<file path="config.mk">
export PLATFORM = sky130hd
export DESIGN_NAME = tx_frame_serializer
export DESIGN_NICKNAME = d
export VERILOG_FILES = /design/src/rtl/tx_frame_serializer.sv
export SDC_FILE = /design/constraint.sdc
export NUM_CORES = 1
export LEC_CHECK = 0
export CORE_ASPECT_RATIO = 0.7
export CORE_MARGIN = 1
export CORE_UTILIZATION = 45
export DETAILED_ROUTE_END_ITERATION = 6
export PLACE_DENSITY = 0.73
export RECOVER_POWER = 25
export SLEW_MARGIN = 20
export SYNTH_ARGS = -nofsm -noshare
export SYNTH_HDL_FRONTEND = slang
export SYNTH_SLANG_ARGS = --single-unit
export TNS_END_PERCENT = 10
</file>
<file path="constraint.sdc">
create_clock -name CLOCK_50 -period 3 [get_ports CLOCK_50]
set_input_delay 0.6 -clock CLOCK_50 [delete_from_list [all_inputs] [get_ports CLOCK_50]]
set_output_delay 0.6 -clock CLOCK_50 [all_outputs]
set_load 0.05 [all_outputs]
</file>
<file path="src/rtl/tx_frame_serializer.sv">
// TX serializer: bit-rate divider, code-word FIFO, start/data/stop framing and a 4-way output mux.
// Define TX_PARITY_EN to insert an even-parity bit between the LSB and the stop bit.
module tx_frame_serializer #(
  parameter int CLK_DIV    = 12500,
  parameter int CODE_W     = 8,
  parameter int FIFO_DEPTH = 4
) (
  input  logic                          CLOCK_50,
  input  logic                          reset,
  input  logic [1:0]                    mode,
  input  logic                          callsign_bit,
  input  logic [CODE_W-1:0]             code_in,
  input  logic                          code_valid,
  output logic                          code_ready,
  output logic                          tx_out,
  output logic                          bit_tick,
  output logic                          busy,
  output logic [$clog2(FIFO_DEPTH):0]   fifo_count
);

  localparam int CW    = $clog2(CLK_DIV);
  localparam int PW    = $clog2(FIFO_DEPTH);
  localparam int IW    = $clog2(CODE_W);
  localparam int CNT_W = PW + 1;

  typedef enum logic [2:0] {
    IDLE,
    START,
    DATA,
`ifdef TX_PARITY_EN
    PARITY,
`endif
    STOP
  } state_t;

  logic [CW-1:0]     div_cnt;
  logic              bit_clk;
  logic [CODE_W-1:0] mem [FIFO_DEPTH];
  logic [PW-1:0]     wr_ptr, rd_ptr;
  logic [CNT_W-1:0]  count;
  logic              push, pop;
  state_t            state, next_state;
  logic [IW-1:0]     idx, next_idx;
  logic [CODE_W-1:0] shift, next_shift;
  logic              fsm_bit, mux_bit;

  assign bit_tick = (div_cnt == CW'(CLK_DIV - 1));
  assign bit_clk  = (div_cnt < CW'(CLK_DIV / 2));

  always_ff @(posedge CLOCK_50) begin
    if (reset || bit_tick) div_cnt <= '0;
    else                   div_cnt <= div_cnt + 1'b1;
  end

  // Readiness depends on occupancy only, so a pop never frees a slot for a same-cycle push.
  assign code_ready = (count < CNT_W'(FIFO_DEPTH));
  assign push       = code_valid && code_ready;
  assign fifo_count = count;

  always_ff @(posedge CLOCK_50) begin
    if (push) mem[wr_ptr] <= code_in;
  end

  always_ff @(posedge CLOCK_50) begin
    if (reset) begin
      wr_ptr <= '0;
      rd_ptr <= '0;
      count  <= '0;
    end else begin
      if (push) wr_ptr <= wr_ptr + 1'b1;
      if (pop)  rd_ptr <= rd_ptr + 1'b1;
      case ({push, pop})
        2'b10:   count <= count + 1'b1;
        2'b01:   count <= count - 1'b1;
        default: count <= count;
      endcase
    end
  end

  always_ff @(posedge CLOCK_50) begin
    if (reset) begin
      state <= IDLE;
      idx   <= '0;
      shift <= '0;
    end else begin
      state <= next_state;
      idx   <= next_idx;
      shift <= next_shift;
    end
  end

  always_comb begin
    next_state = state;
    next_idx   = idx;
    next_shift = shift;
    pop        = 1'b0;
    fsm_bit    = 1'b0;
    case (state)
      START:   fsm_bit = 1'b1;
      DATA:    fsm_bit = shift[idx];
`ifdef TX_PARITY_EN
      PARITY:  fsm_bit = ^shift;
`endif
      default: fsm_bit = 1'b0;
    endcase
    if (mode != 2'b10) begin
      next_state = IDLE;
    end else if (bit_tick) begin
      case (state)
        IDLE, STOP: begin
          // STOP chains straight into the next START when a word is waiting.
          next_state = IDLE;
          if (count != '0) begin
            pop        = 1'b1;
            next_shift = mem[rd_ptr];
            next_state = START;
          end
        end
        START: begin
          next_state = DATA;
          next_idx   = IW'(CODE_W - 1);
        end
        DATA: begin
          if (idx == '0) begin
`ifdef TX_PARITY_EN
            next_state = PARITY;
`else
            next_state = STOP;
`endif
          end else begin
            next_idx = idx - 1'b1;
          end
        end
`ifdef TX_PARITY_EN
        PARITY:  next_state = STOP;
`endif
        default: next_state = IDLE;
      endcase
    end
  end

  assign busy = (state != IDLE);

  always_comb begin
    case (mode)
      2'b00:   mux_bit = callsign_bit;
      2'b01:   mux_bit = bit_clk;
      2'b10:   mux_bit = fsm_bit;
      default: mux_bit = 1'b0;
    endcase
  end

  always_ff @(posedge CLOCK_50) begin
    if (reset) tx_out <= 1'b0;
    else       tx_out <= mux_bit;
  end

endmodule

</file>
After elaboration in Yosys (flattened, before gate mapping)
Memories as Yosys holds them, arrays and structs flattened. A register that Yosys moved wholly into a read port is not among the register bits.
Cells that the tools add are included.
Storage, ports and cells
  bits in latches: 0
  bits in registers: 28
  output and inout bits: 7
  word-level logic and storage cells: 59
  memories kept: 1
  memory bits (read-only): 0
  bits in writable memories: 32
Cells by class
  reduce and logical (&&, ||, !) cells: 14
  muxes and demuxes: 16
  add/sub/neg operators: 6
  div/mod/pow operators: 0
  shift-type cells: 0
  order comparisons: 3
  eq/ne operators: 11
  multiply operators: 0
  bitwise operators: 1
Memory list
  mem: depth 4, width 8, read ports 1, clocked after Yosys merged registers in 1, wr ports 1, RTL line 38  | logic [CODE_W-1:0] mem [FIFO_DEPTH];
Operators by type and width (count)
  $add 14x1->14 const B: 1
  $eq 14x14->1 const B: 1
  $lt 14x13->1 const B: 1
  $pmux 3 s2: 2
  $pmux 3 s3: 1
  $mux 1: 8
  $reduce_and 4->1: 2
  $eq 3x2->1 const B: 2
  $logic_not 3->1: 2
  $mux 3: 2
  $ne 2x2->1 const B: 3
  $reduce_bool 3->1: 2
  $sub 3x1->3 const B: 2
  $add 2x1->2 const B: 2
  $eq 2x1->1 const B: 2
  $eq 2x2->1 const B: 2
  $lt 3x4->1 const B: 1
  $reduce_bool 2->1: 2
  $reduce_or 2->1: 2
  $add 3x1->3 const B: 1
  $bmux 1 s3: 1
  $eq 3x1->1 const B: 1
  $lt 3x3->1 const B: 1
  $pmux 1 s3: 1
  6 further kinds: 6

Longest topological paths before layout
  depth in word-level cells: 7
  gate-level depth with buffers: 12
  mapped depth without buffers: 10

Worst setup path after synthesis
OpenSTA, ideal clock, no wires.
  kind: register to register
  start point: register count[0] (netlist: fifo_count[0])
  end point: register count[2] (netlist: fifo_count[2])
  stages on the path, launching flop included: 11
  buffers on the path: 1
  required time: 2929 ps
  setup time: 71 ps
  arrival: 2680 ps
  setup slack: 250 ps
  cell sequence: dfxtp_1 nor3_1 or2_2 clkbuf_1 nor3_1 ha_1 inv_1 fa_1 xor2_1 or3_1 a21oi_1
On the way
  word-level cells in the longest chain between the ends: 7
  elaborated cells on any way between the ends: 13
  those cells by class: add/sub: 2; order compare: 1; eq/ne: 2; mux: 5; reduce/logical: 3
RTL lines
  from (decl): RTL line 40  | logic [CNT_W-1:0] count;
  from (signal assigned): RTL line 73  | 2'b10: count <= count + 1'b1;
  from (signal assigned): RTL line 74  | 2'b01: count <= count - 1'b1;
  from (signal assigned): RTL line 75  | default: count <= count;
  $reduce_bool 3->1 (*): RTL line 113  | if (count != '0) begin
  $mux 1 (*): RTL line 113
  $mux 1 (*): RTL line 109  | case (state)
  $mux 1 (*): RTL line 108  | end else if (bit_tick) begin
  $mux 1 (*): RTL line 106  | if (mode != 2'b10) begin
  via pop: RTL line 41  | logic push, pop;
  $eq 2x1->1 or $eq 2x2->1 (tied branches): RTL line 72  | case ({push, pop})
  $pmux 3 s2 or $reduce_bool 2->1 (tied branches)
Mark *: on every way through the listed nets, which the timed path passes. The rest lies on a longest branch.
A chain may end at the register's enable or synchronous reset.

Worst setup path after layout
  start point: register div_cnt[1]
  end point: output bit_tick
On the way
  word-level cells in the longest chain between the ends: 1
RTL lines
  from (decl): RTL line 36  | logic [CW-1:0] div_cnt;
  from (signal assigned): RTL line 52  | else div_cnt <= div_cnt + 1'b1;
  $eq 14x14->1: RTL line 47  | assign bit_tick = (div_cnt == CW'(CLK_DIV - 1));
  to (decl): RTL line 16  | output logic bit_tick,
No other way between the ends.

==> results_dict.tcl <==
set metrics [dict create \
    clock-root-buffer "clkbuf_8" \
    synthesis.area_um2 3045 \
    postCtsSetupBuffers 0 \
    grt_antenna_before_repair 0 \
    synth_area_per_cell_um2 11.94 \
    p_sw_uw 433.3 \
    core_um2 6366 \
    p_int_mw 1.427 \
    clk-insertion-delay-late_ps 340 \
    die_area_um2 7106 \
    grt_pass1_wl_um 9501 \
    die_x_um 100.3 \
    drc_errors 0 \
    cp.arrival_ps 2140 \
    slew_headroom_pct 57.64 \
    r2r_end "fifo_count[2]" \
    gp_congestion 0.7697 \
    num_rows 24 \
    cts.repair.resized 0 \
    synthCells 255 \
    synth_largest_area_cell "edfxtp_1" \
    synthToLayoutAreaGrowth_pct 15.69 \
    criticalPathCategory "reg2out" \
    cts_buffers 9 \
    pre_cts_ws_ps 181.5 \
    tns_ps 0 \
    fin_ws_ps 258.7 \
    finalPower_mw 1.860 \
    worstPathCellList "ha_1, and4_1, nand4_4, buf_4, inv_2, buf_4" \
    critPathLaunchType "register" \
    p_seq_share_pct 54.0 \
    period_minus_slack_ps 2741 \
    drt-vias-per-instance 5.453 \
    min_from "div_cnt[0]" \
    drt-total-wl_um 5689 \
    synthArstFlopShare_pct 0 \
    synth_edf_count 32 \
    die_h_um 70.83 \
    ys_seq_elements 67 \
    cp_max_fo 17 \
    final_max_slew_viol_count 0 \
    combPwrFrac_pct 7.8 \
    fin_nets 305 \
    drive_gt1_share_pct 13.73 \
    fin_hold_ws_ps 443.8 \
    first_global_vias 1912 \
    max_stage_delay_ps 360 \
    hold_violations 0 \
    setup_viol 0 \
    r2r-start "state[0]" \
    leakagePower_nw 1.187 \
    final_core_util_pct 55.35 \
    ys.flop_type "dfxtp_1" \
    crit_start "div_cnt[1]" \
    crit_slowest_cell "dfxtp_1" \
    ctsHtreeMaxLevel 3 \
    path_clk_slew_ps 70 \
    ys_seq_area_share_pct 54.56 \
    synthTopCellsByArea "edfxtp_1 (32%), dfxtp_1 (23%), mux4_2 (7.4%), ha_1 (4.5%), xor2_1 (3.2%)" \
    crit_path_end_kind "output pin" \
    ff2ff_path_depth 10 \
    fillers 538 \
    rsz0062_at_grt "false" \
    ys_types 44 \
    grt_use_total_pct 17.66 \
    synth_top_area_share_pct 31.55 \
    drv_cap 0 \
    worstSetupEndpoint "bit_tick" \
    cts_tree "yes" \
    antenna_cells 0 \
    syn-num-nets 281 \
    io_buffers 20 \
    r2r_setup_slack_ps 320 \
    power_frac_clock_pct 38.2 \
    vias 2045 \
    routedWlPerCell_um 15.17 \
    yosysWarnings 0 \
    drt-initial-drc-count 130 \
    switching_share_pct 23.29 \
    fmax_mhz 364.8 \
    tightest_slew_ps 634.5 \
    skew_ps 8.176 \
    dp_hpwl_um 3967 \
    worst_ep_required_time_ps 2400 \
    ioPinCount 21 \
    cts_max_path_buffers 2 \
    grt_max_degree 21 \
    grt_overflow_total 0 \
    outcome "finished clean" \
    min_path_type "reg2reg" \
    start_util_pct 47.84 \
    hold_buffers 0 \
    ir_worst_vdd_v 0.0004567 \
    ant_nets 0 \
    pwr_density_cell_nw_per_um2 528.0 \
    cpMostUsedCell "buf_4" \
    clock-sinks 67 \
    first_pass_iters 4 \
    period_share_pct 91.38 \
]
## per-layer routing
metal / up-vias / global-route usage (%) / share of wire (%)
li1: 986 / - / -
met1: 998 / 25.57 / 51
met2: 53 / 25.34 / 43
met3: 8 / 5.929 / 4.7
met4: 0 / 4.992 / 0.98
met5: - / 0 / 0
## cell families after synthesis
kind of cell,after synthesis,synth area share [%]
flops,67,54.56
fa+ha+maj,12,5.177
buf+inv,28,3.985
compound gates,40,8.258
mux,13,8.505
xor+xnor,14,4.026
simple gates,81,15.49
## cell usage after synthesis (2+ instances only)
cell type  instances
a21oi_1           18
a41oi_1            2
and2_1             6
and3_1             2
and4_1             3
buf_2              4
clkbuf_1           6
dfxtp_1           35
edfxtp_1          32
ha_1              11
inv_1             14
mux2_2             2
mux4_2            10
nand2_1            8
nand2b_1           3
nand3_1            7
nand4_1           13
nand4_4            2
nor2_1            20
nor2b_1            4
nor3_1             4
nor4_1             2
o21a_1             2
o21ai_0            3
o31ai_1           10
or3_1              2
xnor2_1            3
xor2_1            11
## through the flow
stage,area (µm²),cells
after detailed placement,3337,359
after global placement,3337,359
after floorplan,3045,255
after global routing,3523,375
final,3523,375
after CTS,3523,375
## power by group through the flow
stage / combinational, mW / sequential (mW) / clock (mW)
finish: 0.145 / 1.00 / 0.712
global route: 0.158 / 1.01 / 0.767
CTS: 0.147 / 1.00 / 0.720
detailed placement: 0.146 / 1.02 / 0
global placement: 0.144 / 1.02 / 0
floorplan: 0.0752 / 1.03 / 0
## registers in the layout (all words and copies together), names as in the netlist
name	count
idx	3
tx_out	1
fifo_count	3
shift	8
wr_ptr	2
mem	32
state	2
div_cnt	14
rd_ptr	2
## layout make-up
cell class                      instances  area (µm²)  area share (%)
Multi-Input combinational cell        160        1262           35.83
Timing Repair Buffer                   26       242.7           6.889
Sequential cell                        67        1662           47.16
Clock inverter                          5       55.05           1.562
Inverter                               15       56.30           1.598
Clock buffer                           11       131.4           3.729
Tap cell                               91       113.9           3.232
## worst min path at each step
stage	end	slack [ps]	cells after the start
CTS	div_cnt[0]	440	1
finish	div_cnt[0]	440	1
floorplan	div_cnt[0]	410	1
global placement	div_cnt[0]	420	1
global route	div_cnt[0]	470	1
detailed placement	div_cnt[0]	430	1
## worst max-delay path, delay by kind of cell (launching register included)
kind / cells / cell delay, ps
adder cells (fa/ha/maj): 1 / 330
buffers and inverters: 3 / 730
flip-flops: 1 / 360
AND/OR/NAND/NOR: 2 / 380
## cell usage in the layout, fill, tap and decap left out, drive strengths merged, types with 3 or more instances in the layout
| cell type | instances |
|---|---|
| a21oi | 18 |
| and2 | 6 |
| and4 | 3 |
| buf | 7 |
| clkbuf | 11 |
| clkdlybuf4s50 | 12 |
| dfxtp | 35 |
| dlygate4sd3 | 7 |
| edfxtp | 32 |
| ha | 11 |
| inv | 15 |
| mux2 | 3 |
| mux4 | 10 |
| nand2 | 8 |
| nand2b | 3 |
| nand3 | 7 |
| nand4 | 15 |
| nor2 | 21 |
| nor2b | 4 |
| nor3 | 5 |
| o21ai | 3 |
| o31ai | 10 |
| xnor2 | 3 |
| xor2 | 11 |
(Power assumes the default switching activity.)
